### config.mk
export PLATFORM = sky130hd
export DESIGN_NAME = xmtr
export DESIGN_NICKNAME = d
export VERILOG_FILES = /design/src/rtl/frame_pkg.sv /design/src/rtl/xmtr.sv
export SDC_FILE = /design/constraint.sdc
export NUM_CORES = 1
export LEC_CHECK = 0
export CORE_MARGIN = 3
export CORE_UTILIZATION = 50
export DETAILED_ROUTE_END_ITERATION = 8
export PLACE_DENSITY = 0.73
export SLEW_MARGIN = 0
export SYNTH_ARGS = -nofsm -noshare
export SYNTH_HDL_FRONTEND = slang
export SYNTH_SLANG_ARGS = --single-unit
### constraint.sdc
create_clock -name clock -period 3.46 [get_ports clock]
set_input_delay 0.519 -clock clock [delete_from_list [all_inputs] [get_ports clock]]
set_output_delay 0.519 -clock clock [all_outputs]
set_load 0.005 [all_outputs]
### src/rtl/frame_pkg.sv
// Shared definitions for the serial frame link (transmitter and receiver).
package frame_pkg;

    localparam logic [7:0] HEADER     = 8'hA5;
    localparam int         FRAME_BITS = 16;

    typedef enum logic [1:0] {
        ST_IDLE,
        ST_HEAD,
        ST_BODY,
        ST_GAP
    } xmtr_state_t;

endpackage

### src/rtl/xmtr.sv
// Serial frame transmitter: one-deep holding register feeding a header+byte
// shifter, MSB first, one bit per clock, line idles low.
module xmtr
    import frame_pkg::*;
#(
    parameter int GAP = 0
) (
    input  logic       clock,
    input  logic       reset,
    input  logic [7:0] data_in,
    input  logic       writing,
    output logic       full,
    output logic       busy,
    output logic       overrun,
    output logic       serial_out
);

    if (GAP < 0 || GAP > 15) begin : g_gap_check
        $error("xmtr: GAP must be in the range 0..15");
    end

    localparam logic [3:0] GAP_LAST = (GAP > 0) ? 4'(GAP - 1) : 4'd0;

    xmtr_state_t state;
    logic [7:0]  hold;
    logic [7:0]  shreg;
    logic [2:0]  bitcnt;
    logic [3:0]  gapcnt;
    logic        take;
    logic        accept;

    // bitcnt wraps to 7 once bit 0 is on the line, marking the last bit cycle.
    assign take = full && ((state == ST_IDLE) ||
                           (state == ST_BODY && bitcnt == 3'd7 && GAP == 0) ||
                           (state == ST_GAP  && gapcnt == 4'd0));
    assign accept = writing && (!full || take);

    always_ff @(posedge clock) begin
        if (take) begin
            shreg <= hold;
        end
        if (accept) begin
            hold <= data_in;
        end
    end

    always_ff @(posedge clock) begin
        if (reset) begin
            state      <= ST_IDLE;
            serial_out <= 1'b0;
            busy       <= 1'b0;
            full       <= 1'b0;
            overrun    <= 1'b0;
            bitcnt     <= 3'd0;
            gapcnt     <= 4'd0;
        end else begin
            if (accept) begin
                full    <= 1'b1;
                overrun <= 1'b0;
            end else begin
                if (take) begin
                    full <= 1'b0;
                end
                if (writing) begin
                    overrun <= 1'b1;
                end
            end

            if (take) begin
                state      <= ST_HEAD;
                serial_out <= HEADER[7];
                bitcnt     <= 3'd6;
                busy       <= 1'b1;
            end else begin
                unique case (state)
                    ST_IDLE: begin
                        serial_out <= 1'b0;
                        busy       <= 1'b0;
                    end
                    ST_HEAD: begin
                        if (bitcnt == 3'd7) begin
                            state      <= ST_BODY;
                            serial_out <= shreg[7];
                            bitcnt     <= 3'd6;
                        end else begin
                            serial_out <= HEADER[bitcnt];
                            bitcnt     <= bitcnt - 3'd1;
                        end
                    end
                    ST_BODY: begin
                        if (bitcnt == 3'd7) begin
                            serial_out <= 1'b0;
                            if (GAP > 0) begin
                                state  <= ST_GAP;
                                gapcnt <= GAP_LAST;
                            end else begin
                                state <= ST_IDLE;
                                busy  <= 1'b0;
                            end
                        end else begin
                            serial_out <= shreg[bitcnt];
                            bitcnt     <= bitcnt - 3'd1;
                        end
                    end
                    ST_GAP: begin
                        serial_out <= 1'b0;
                        if (gapcnt == 4'd0) begin
                            state <= ST_IDLE;
                            busy  <= 1'b0;
                        end else begin
                            gapcnt <= gapcnt - 4'd1;
                        end
                    end
                endcase
            end
        end
    end

endmodule
### Word-level counts from Yosys, hierarchy flattened

Memories as Yosys holds them, arrays and structs flattened.
Index checks and enable logic that the tools add are counted.

* logic and storage cells: 76
* bits in read-only memories: 8
* memories kept: 1
* flip-flop bits (word level): 29

* order comparisons: 1
* reduce and logical (&&, ||, !) cells: 25
* muxes and demuxes: 22
* equal/unequal tests: 12
* bitwise operators: 2
* $add $sub $neg: 2

Memories
* (no name shown): depth 8, width 1, read ports 1, clocked after Yosys merged registers in 0, write ports 0, line xmtr.sv:86 `serial_out <= HEADER[bitcnt];`

Operator list (number)
* $mux 1: 11
* $mux 3: 3
* $reduce_and 4->1: 2
* $reduce_bool 4->1: 2
* $mux 2: 3
* $ne 3x2->1 const B: 2
* $ne 3x3->1 const B: 2
* $pmux 1 s3: 2
* $pmux 2 s3: 1
* $pmux 3 s2: 1
* $reduce_and 3->1: 2
* $reduce_bool 3->1: 2
* $reduce_or 2->1: 3
* $eq 2x2->1 const B: 2
* $logic_and 1x1->1: 4
* $logic_not 4->1: 1
* $lt 3x4->1 const B: 1
* $ne 2x1->1 const B: 2
* $ne 2x2->1 const B: 2
* $reduce_and 2->1: 2
* $reduce_bool 2->1: 2
* $sub 4x1->4 const B: 1
* $bmux 1 s3: 1
* $eq 3x3->1 const B: 1
* 6 further kinds: 9

### Logic depth before layout (Yosys ltp)

Gate-level depths: netlist of the first run.

* depth in word-level cells: 8
* mapped depth: 7

### Worst setup path before layout of the first run

No wires, ideal clock.

* kind: register -> register
* from: reg gapcnt[0]
* to: reg hold[0], enable pin
* required time: 3085 ps
* setup slack: 1732 ps
* library setup time: 375 ps
* path buffers: 0
* stages on the path, launching flop included: 6
* data arrival time: 1353 ps
* path through: dfxtp_1 -> inv_1 -> ha_1 -> and4bb_2 -> mux2i_4 -> a21oi_1

* cells in the longest elaborated chain, start to end: 6

RTL lines
* from (decl): line xmtr.sv:28 `logic [3:0] gapcnt;`
* from (signal assigned): line xmtr.sv:111 `gapcnt <= gapcnt - 4'd1;`
* $logic_not 4->1: line xmtr.sv:35 `(state == ST_GAP && gapcnt == 4'd0));`
* $logic_and 1x1->1: line xmtr.sv:35
* $logic_or 1x1->1: line xmtr.sv:34 `(state == ST_BODY && bitcnt == 3'd7 && GAP == 0) ||`
* $logic_and 1x1->1: line xmtr.sv:33 `assign take = full && ((state == ST_IDLE) ||`
* $logic_or 1x1->1: line xmtr.sv:36 `assign accept = writing && (!full || take);`
* $logic_and 1x1->1: line xmtr.sv:36
* net accept: line xmtr.sv:30 `logic accept;`
* to (signal assigned): line xmtr.sv:43 `hold <= data_in;`
* to (decl): line xmtr.sv:25 `logic [7:0] hold;`

The timed path passes the listed nets, and every way through them passes these cells.
A chain may end at the register's enable or synchronous reset.

### Worst setup path after layout of the first run

* from: reg bitcnt[0]
* to: reg hold[2], enable pin

* cells in the longest elaborated chain, start to end: 7

RTL lines
* from (decl): line xmtr.sv:27 `logic [2:0] bitcnt;`
* from (signal assigned): line xmtr.sv:87 `bitcnt <= bitcnt - 3'd1;`
* from (signal assigned): line xmtr.sv:102 `bitcnt <= bitcnt - 3'd1;`
* $eq 3x3->1: line xmtr.sv:34
* $logic_and 1x1->1: line xmtr.sv:34
* $logic_or 1x1->1: line xmtr.sv:33
* $logic_or 1x1->1: line xmtr.sv:34
* $logic_and 1x1->1: line xmtr.sv:33
* $logic_or 1x1->1: line xmtr.sv:36
* $logic_and 1x1->1: line xmtr.sv:36
* net accept: line xmtr.sv:30

The timed path passes the listed nets, and every way through them passes these cells.

==> metrics.md, run 1 <==
| Metric | Value |
|---|---|
| Area of the mapped netlist | `1220 µm²` |
| Crit path cell chain | `ha_1 > a21bo_2 > mux2i_4 > a21oi_1` |
| DR WL/cell | `13.0 µm` |
| CP Capture Type | `flip-flop` |
| Maximum VDD drop | `0.347 mV` |
| Routed wire length | `1880 µm` |
| Vias in the first global route | `742` |
| Post-synth EDFFs | `16` |
| CTS Hold Buffers Added | `0` |
| All-layer global routing usage | `14.8%` |
| Top Ports | `15` |
| Status | `finished clean` |
| Initial core utilization | `54.2%` |
| DR vias | `773` |
| RePlAce Congestion | `0.722` |
| Place WS | `1.37 ns` |
| Most common cell after layout, fill and taps aside | `edfxtp_1` |
| Number of buffers added on ports | `14` |
| Highest clock rate | `478 MHz` |
| FILL cells | `201` |
| Clock Tree Buf Depth | `2` |
| Initial antenna violation count | `0` |
| Clock sinks | `29` |
| Endpoints failing hold | `0` |
| Pwr Density | `495 nW/µm²` |
| Cts repair resizes | `0` |
| Syn Area/Cell | `12.5 µm²` |
| Share of post-route cells with drive strength above 1 | `12.1%` |
| Register area share after synthesis | `60.7%` |
| Post-CTS Setup Inserts | `0` |
| Die area | `3070 µm²` |
| Clock transition at path regs | `0.09 ns` |
| CTS Buf Count | `5` |
| Htree depth | `2` |
| Pleak | `0.508 nW` |
| Routed vias/inst | `5.37` |
| DRT Pass-1 Iters | `4` |
| Antenna viol nets, final | `0` |
| Non-Filler Instances | `144` |
| DP Cell Count | `136` |
| Number of remaining DRC errors | `0` |
| Area delta synth->final | `18.4%` |
| CP max-delay cell | `a21oi_1` |
| Post-detail-place hpwl | `1340 µm` |
| Worst-Margin Slew | `0.669 ns` |
| Root buffer cell | `clkbuf_4` |
| Horiz. Die Dim | `55.4 µm` |
| Core area | `2250 µm²` |
| FF-to-FF Start | `bitcnt[0]` |
| Final setup viols | `0` |
| Syn nets | `112` |
| Die Y | `55.4 µm` |
| #FFs+latches synth | `29` |
| Hold slack | `0.417 ns` |
| Crit path kind | `reg -> reg` |
| First-pass GRT wire length | `3430 µm` |
| CP max FO | `8` |
| RSZ-0062 raised after global routing | `false` |
| Setup TNS | `0 ns` |
| Nets@finish | `129` |
| Worst setup startpoint | `bitcnt[0]` |
| Cell Area, Placed | `1370 µm²` |
| Post-synth top flop | `edfxtp_1` |
| CP max stage delay | `0.57 ns` |
| Most frequent cells in the layout | `edfxtp_1, clkdlybuf4s50_1, dfxtp_1` |
| CTS tree | `built` |
| Worst Skew | `0.00611 ns` |
| Max cap viols | `0` |
| Storage cell area | `741 µm²` |
| Startpoint type of the worst setup path | `flip-flop` |
| Largest net degree at the start of global routing | `14` |
| Final WS setup | `1.37 ns` |
| Final Cycle Share | `60.5%` |
| Ant. Diodes | `0` |
| Clock Latency Late Sink | `0.31 ns` |
| Gr ovfl total | `0` |
| Critical Path RT | `3.41 ns` |
| Ys Warns | `0` |
| Post-route minimum period | `2.09 ns` |
| Asr flop ratio synth | `0%` |
| Synth cell types | `38` |
| Rows | `17` |
| CP arrival | `2.04 ns` |
| Overall power | `716 µW` |
| Multi-input logic area | `429 µm²` |
| Worst min-delay path startpoint | `hold[6]` |
| Iter 0 DRT Violations | `16` |
| Slew Limit Fails | `0` |
| Hold Crit Class | `reg -> reg` |
| Slew margin rel. | `55.4%` |
| Cells after Synth | `98` |
| Finished Cell Area | `1450 µm²` |
| Fin util | `64.2%` |
==> kinds of logic after synthesis <==
group | Yosys count | share of synthesized area (%)
compound gates | 20 | 11.7
xor+xnor | 4 | 2.87
fa+ha+maj | 3 | 3.07
buf+inv | 11 | 4.20
flops | 29 | 60.7
mux | 6 | 7.07
simple gates | 25 | 10.5
==> layout make-up <==
type / instances / area share, %
clock buffer: 6 / 2.85
clock inverter: 2 / 2.34
inverter: 7 / 1.82
multi-input combinational: 58 / 29.7
sequential: 29 / 51.2
tap: 28 / 2.42
timing repair buffer: 14 / 9.69
==> final timing paths <==
check	depth (start not counted)	slack (ns)	endpoint
max	4	1.37	hold[2]
max reg2reg	4	1.37	hold[2]
min	0	0.42	shreg[6]
min reg2reg	0	0.42	shreg[6]
==> per-layer routing <==
layer  global-route usage, %  vias up  part of all wire [%]
met4                    7.29        0                   2.5
met5                       0        -                     0
met3                    7.24        5                   5.9
met2                    21.3       17                    45
met1                    18.5      358                    47
li1                        -      393                     -
==> worst max-delay path: cells and delay by family, from the launching register on <==
family | cells | cell delay [ns]
AOI/OAI and AO/OA | 2 | 0.81
adders and majority gates | 1 | 0.32
DFF | 1 | 0.49
muxes | 1 | 0.10
==> sequential cells by signal (all words and copies together), names as in the netlist <==
register	count
overrun	1
shreg	8
bitcnt	3
hold	8
full	1
state	2
serial_out	1
gapcnt	4
busy	1
==> cell usage after synthesis, drive strengths merged, types with 3 or more instances <==
cell type,instances,area share [%]
nand2,7,2.2
inv,7,2.2
ha,3,3.1
mux2i,4,4.3
buf,3,1.7
dfxtp,13,21
nor2,7,2.2
a21oi,8,3.3
edfxtp,16,39
==> power by group <==
| group | switching (mW) | internal [mW] |
|---|---|---|
| sequential | 0.0147 | 0.383 |
| clock | 0.106 | 0.150 |
| combinational | 0.0262 | 0.0348 |
No activity file was read; power rests on OpenSTA's default activity.
==> run 2, diff against run 1 <==
==> constraint.sdc (replaced) <==
create_clock -name clock -period 2 [get_ports clock]
set_input_delay 0.3 -clock clock [delete_from_list [all_inputs] [get_ports clock]]
set_output_delay 0.3 -clock clock [all_outputs]
set_load 0.005 [all_outputs]
==> run 2 against run 1 <==
Compared with the run above:
- total power increased by 75%
- sequential cell count did not move
- combinational power up 100%
- global-route usage fell by 0.72 points
- worst hold slack improved by 0.0059 ns
- non-clock buffer count up 4
- clock skew is 0.0035 ns lower
- routed wire length shrank 2.4%
==> metrics.md, run 2 (synthesized netlist as in run 1, its figures left out) <==
| Metric | Value |
|---|---|
| CTS tree | `built` |
| First-pass GRT wire length | `3260 µm (-5.0%)` |
| FILL cells | `185 (-8.0%)` |
| Setup TNS | `0 ns (unchanged)` |
| Metal1 wirelength | `807 µm (-7.8%)` |
| Post-detail-place hpwl | `1350 µm (+1.1%)` |
| Met2 Wirelength | `863 µm (+2.4%)` |
| RePlAce Congestion | `0.759 (+5.2%)` |
| Number of buffers added on ports | `14 (unchanged)` |
| Multi-input logic area | `429 µm² (unchanged)` |
| RSZ-0062 raised after global routing | `false` |
| Cts repair resizes | `0 (unchanged)` |
| Status | `finished clean` |
| Top Ports | `15 (unchanged)` |
| Nets@finish | `133 (+3.1%)` |
| Area delta synth->final | `21.2%` |
| Most common cell after layout, fill and taps aside | `edfxtp_1` |
| FF-to-FF Start | `bitcnt[1]` |
| Regs by FF count | `hold (8), shreg (8), gapcnt (4)` |
| Htree depth | `2 (unchanged)` |
| Iter 0 DRT Violations | `22 (+6)` |
| Largest net degree at the start of global routing | `11 (-3)` |
| Met3 WL | `111 µm (unchanged)` |
| Fin util | `65.6% (+1.5 points)` |
| Hold Crit Class | `reg -> reg` |
| Number of remaining DRC errors | `0 (unchanged)` |
| Routed wire length | `1830 µm (-2.4%)` |
| Ant. Diodes | `0 (unchanged)` |
| Antenna viol nets, final | `0 (unchanged)` |
| Worst-Margin Slew | `0.376 ns (-0.294 ns)` |
| Startpoint type of the worst setup path | `flip-flop` |
| All-layer global routing usage | `14.1% (-0.72 points)` |
| Clock Latency Late Sink | `0.32 ns (about the same)` |
| FF-to-FF path depth | `5 (+1)` |
| Flop-to-flop setup slack | `0.28 ns (-1.09 ns)` |
| CP Capture Type | `flip-flop` |
| Die Y | `55.4 µm (unchanged)` |
| Most frequent cells in the layout | `edfxtp_1, clkdlybuf4s50_1, dfxtp_1` |
| Top sig layer | `met4` |
| CP max FO | `9 (+1)` |
| Final setup viols | `0 (unchanged)` |
| Root buffer cell | `clkbuf_4` |
| Reg2reg end | `shreg[3]` |
| Hold Path Stages | `0 (unchanged)` |
| Rows | `17 (unchanged)` |
| Endpoints failing hold | `0 (unchanged)` |
| Share of post-route cells with drive strength above 1 | `15.8% (+3.8 points)` |
| CP max-delay cell | `dfxtp_1` |
| Pleak | `0.527 nW (+3.8%)` |
| Storage cell area | `741 µm² (unchanged)` |
| Maximum VDD drop | `0.814 mV (+130%)` |
| Worst Skew | `0.00261 ns (-0.00349 ns)` |
| Final Cycle Share | `86.0% (+26 points)` |
| Slew margin rel. | `74.3% (+19 points)` |
| DR WL/cell | `12.4 µm (-5.0%)` |
| Worst setup startpoint | `bitcnt[1]` |
| Initial core utilization | `54.2% (unchanged)` |
| Vias in the first global route | `729 (-1.8%)` |
| DRT Pass-1 Iters | `4 (unchanged)` |
| Crit path kind | `reg -> reg` |
| Die area | `3070 µm² (unchanged)` |
| Clock transition at path regs | `0.09 ns (about the same)` |
| Horiz. Die Dim | `55.4 µm (unchanged)` |
| Slew Limit Fails | `0 (unchanged)` |
| Post-route minimum period | `1.72 ns (-0.371 ns)` |
| DR vias | `784 (+1.4%)` |
| CP Capture Point | `shreg[3]` |
| CTS Buf Count | `5 (unchanged)` |
| Clock sinks | `29 (unchanged)` |
| Crit path cell chain | `ha_1 > a21bo_2 > mux2i_4 > or2_4 > inv_2` |
| Overall power | `1.25 mW (+75%)` |
| Routed vias/inst | `5.30 (-1.3%)` |
| Highest clock rate | `581 MHz (+22%)` |
| Initial antenna violation count | `0 (unchanged)` |
| Pwr Density | `845 nW/µm² (+71%)` |
| Gr ovfl total | `0 (unchanged)` |
| Post-CTS Setup Inserts | `0 (unchanged)` |
| CTS Hold Buffers Added | `0 (unchanged)` |
| Critical Path RT | `2.02 ns (-1.39 ns)` |
| Max cap viols | `0 (unchanged)` |
| Core area | `2250 µm² (unchanged)` |
| Clock Tree Buf Depth | `2 (unchanged)` |
| CP max stage delay | `0.36 ns (-0.21 ns)` |
| CP arrival | `1.74 ns (-0.30 ns)` |
[run 2: cell types whose count changed in the layout (fill, tap and decap cells not counted)]
cell | before | now
buf_4 | 0 | 4
clkinvlp_4 | 0 | 1
clkbuf_1 | 1 | 0
[run 2: area by class of cell]
| class | instances | share of cell area [%] |
|---|---|---|
| flip-flops and latches | 29 | 50.0 |
| multi-input cells | 58 | 29.0 |
| clock inverters | 3 | 2.79 |
| clock buffers | 5 | 2.54 |
| repair buffers | 18 | 11.5 |
| inverters | 7 | 1.78 |
| well taps | 28 | 2.37 |
[run 2: worst max-delay path: cells and delay by family, from the launching register on]
kind	cells	cell delay, ns
flops	1	0.36
buf+inv	1	0.17
mux	1	0.10
simple gates	1	0.28
fa+ha+maj	1	0.27
compound gates	1	0.25
[run 2: power by group]
part	internal (mW)	total [mW]	switching, mW
registers	0.662	0.678	0.0161
clock network	0.258	0.448	0.190
logic	0.0679	0.124	0.0566
[run 2: worst min-delay path by stage]
| stage | to | startpoint |
|---|---|---|
| 6_report | shreg[6] | hold[6] |
| 5_1_grt | shreg[0] | hold[0] |
| 3_5_place_dp | shreg[6] | hold[6] |
| 2_1_floorplan | bitcnt[0] | reset |
| 3_3_place_gp | shreg[6] | hold[6] |
| 4_1_cts | shreg[6] | hold[6] |
[run 2: per-stage QoR]
stage | worst slack [ns] | area [µm²] | cells | hold WS [ns]
after detailed placement | 0.302 | 1400 | 140 | 0.405
after global routing | 0.181 | 1480 | 148 | 0.438
after global placement | 0.347 | 1400 | 140 | 0.406
final | 0.279 | 1480 | 148 | 0.423
after floorplan | 0.272 | 1220 | 98 | 0.373
after CTS | 0.285 | 1480 | 148 | 0.426
[run 2: metal layers]
metal | vias to the layer above | GRT usage (%)
met5 | - | 0
met4 | 0 | 7.99
met3 | 6 | 6.54
met2 | 20 | 20.4
met1 | 358 | 17.2
li1 | 400 | -
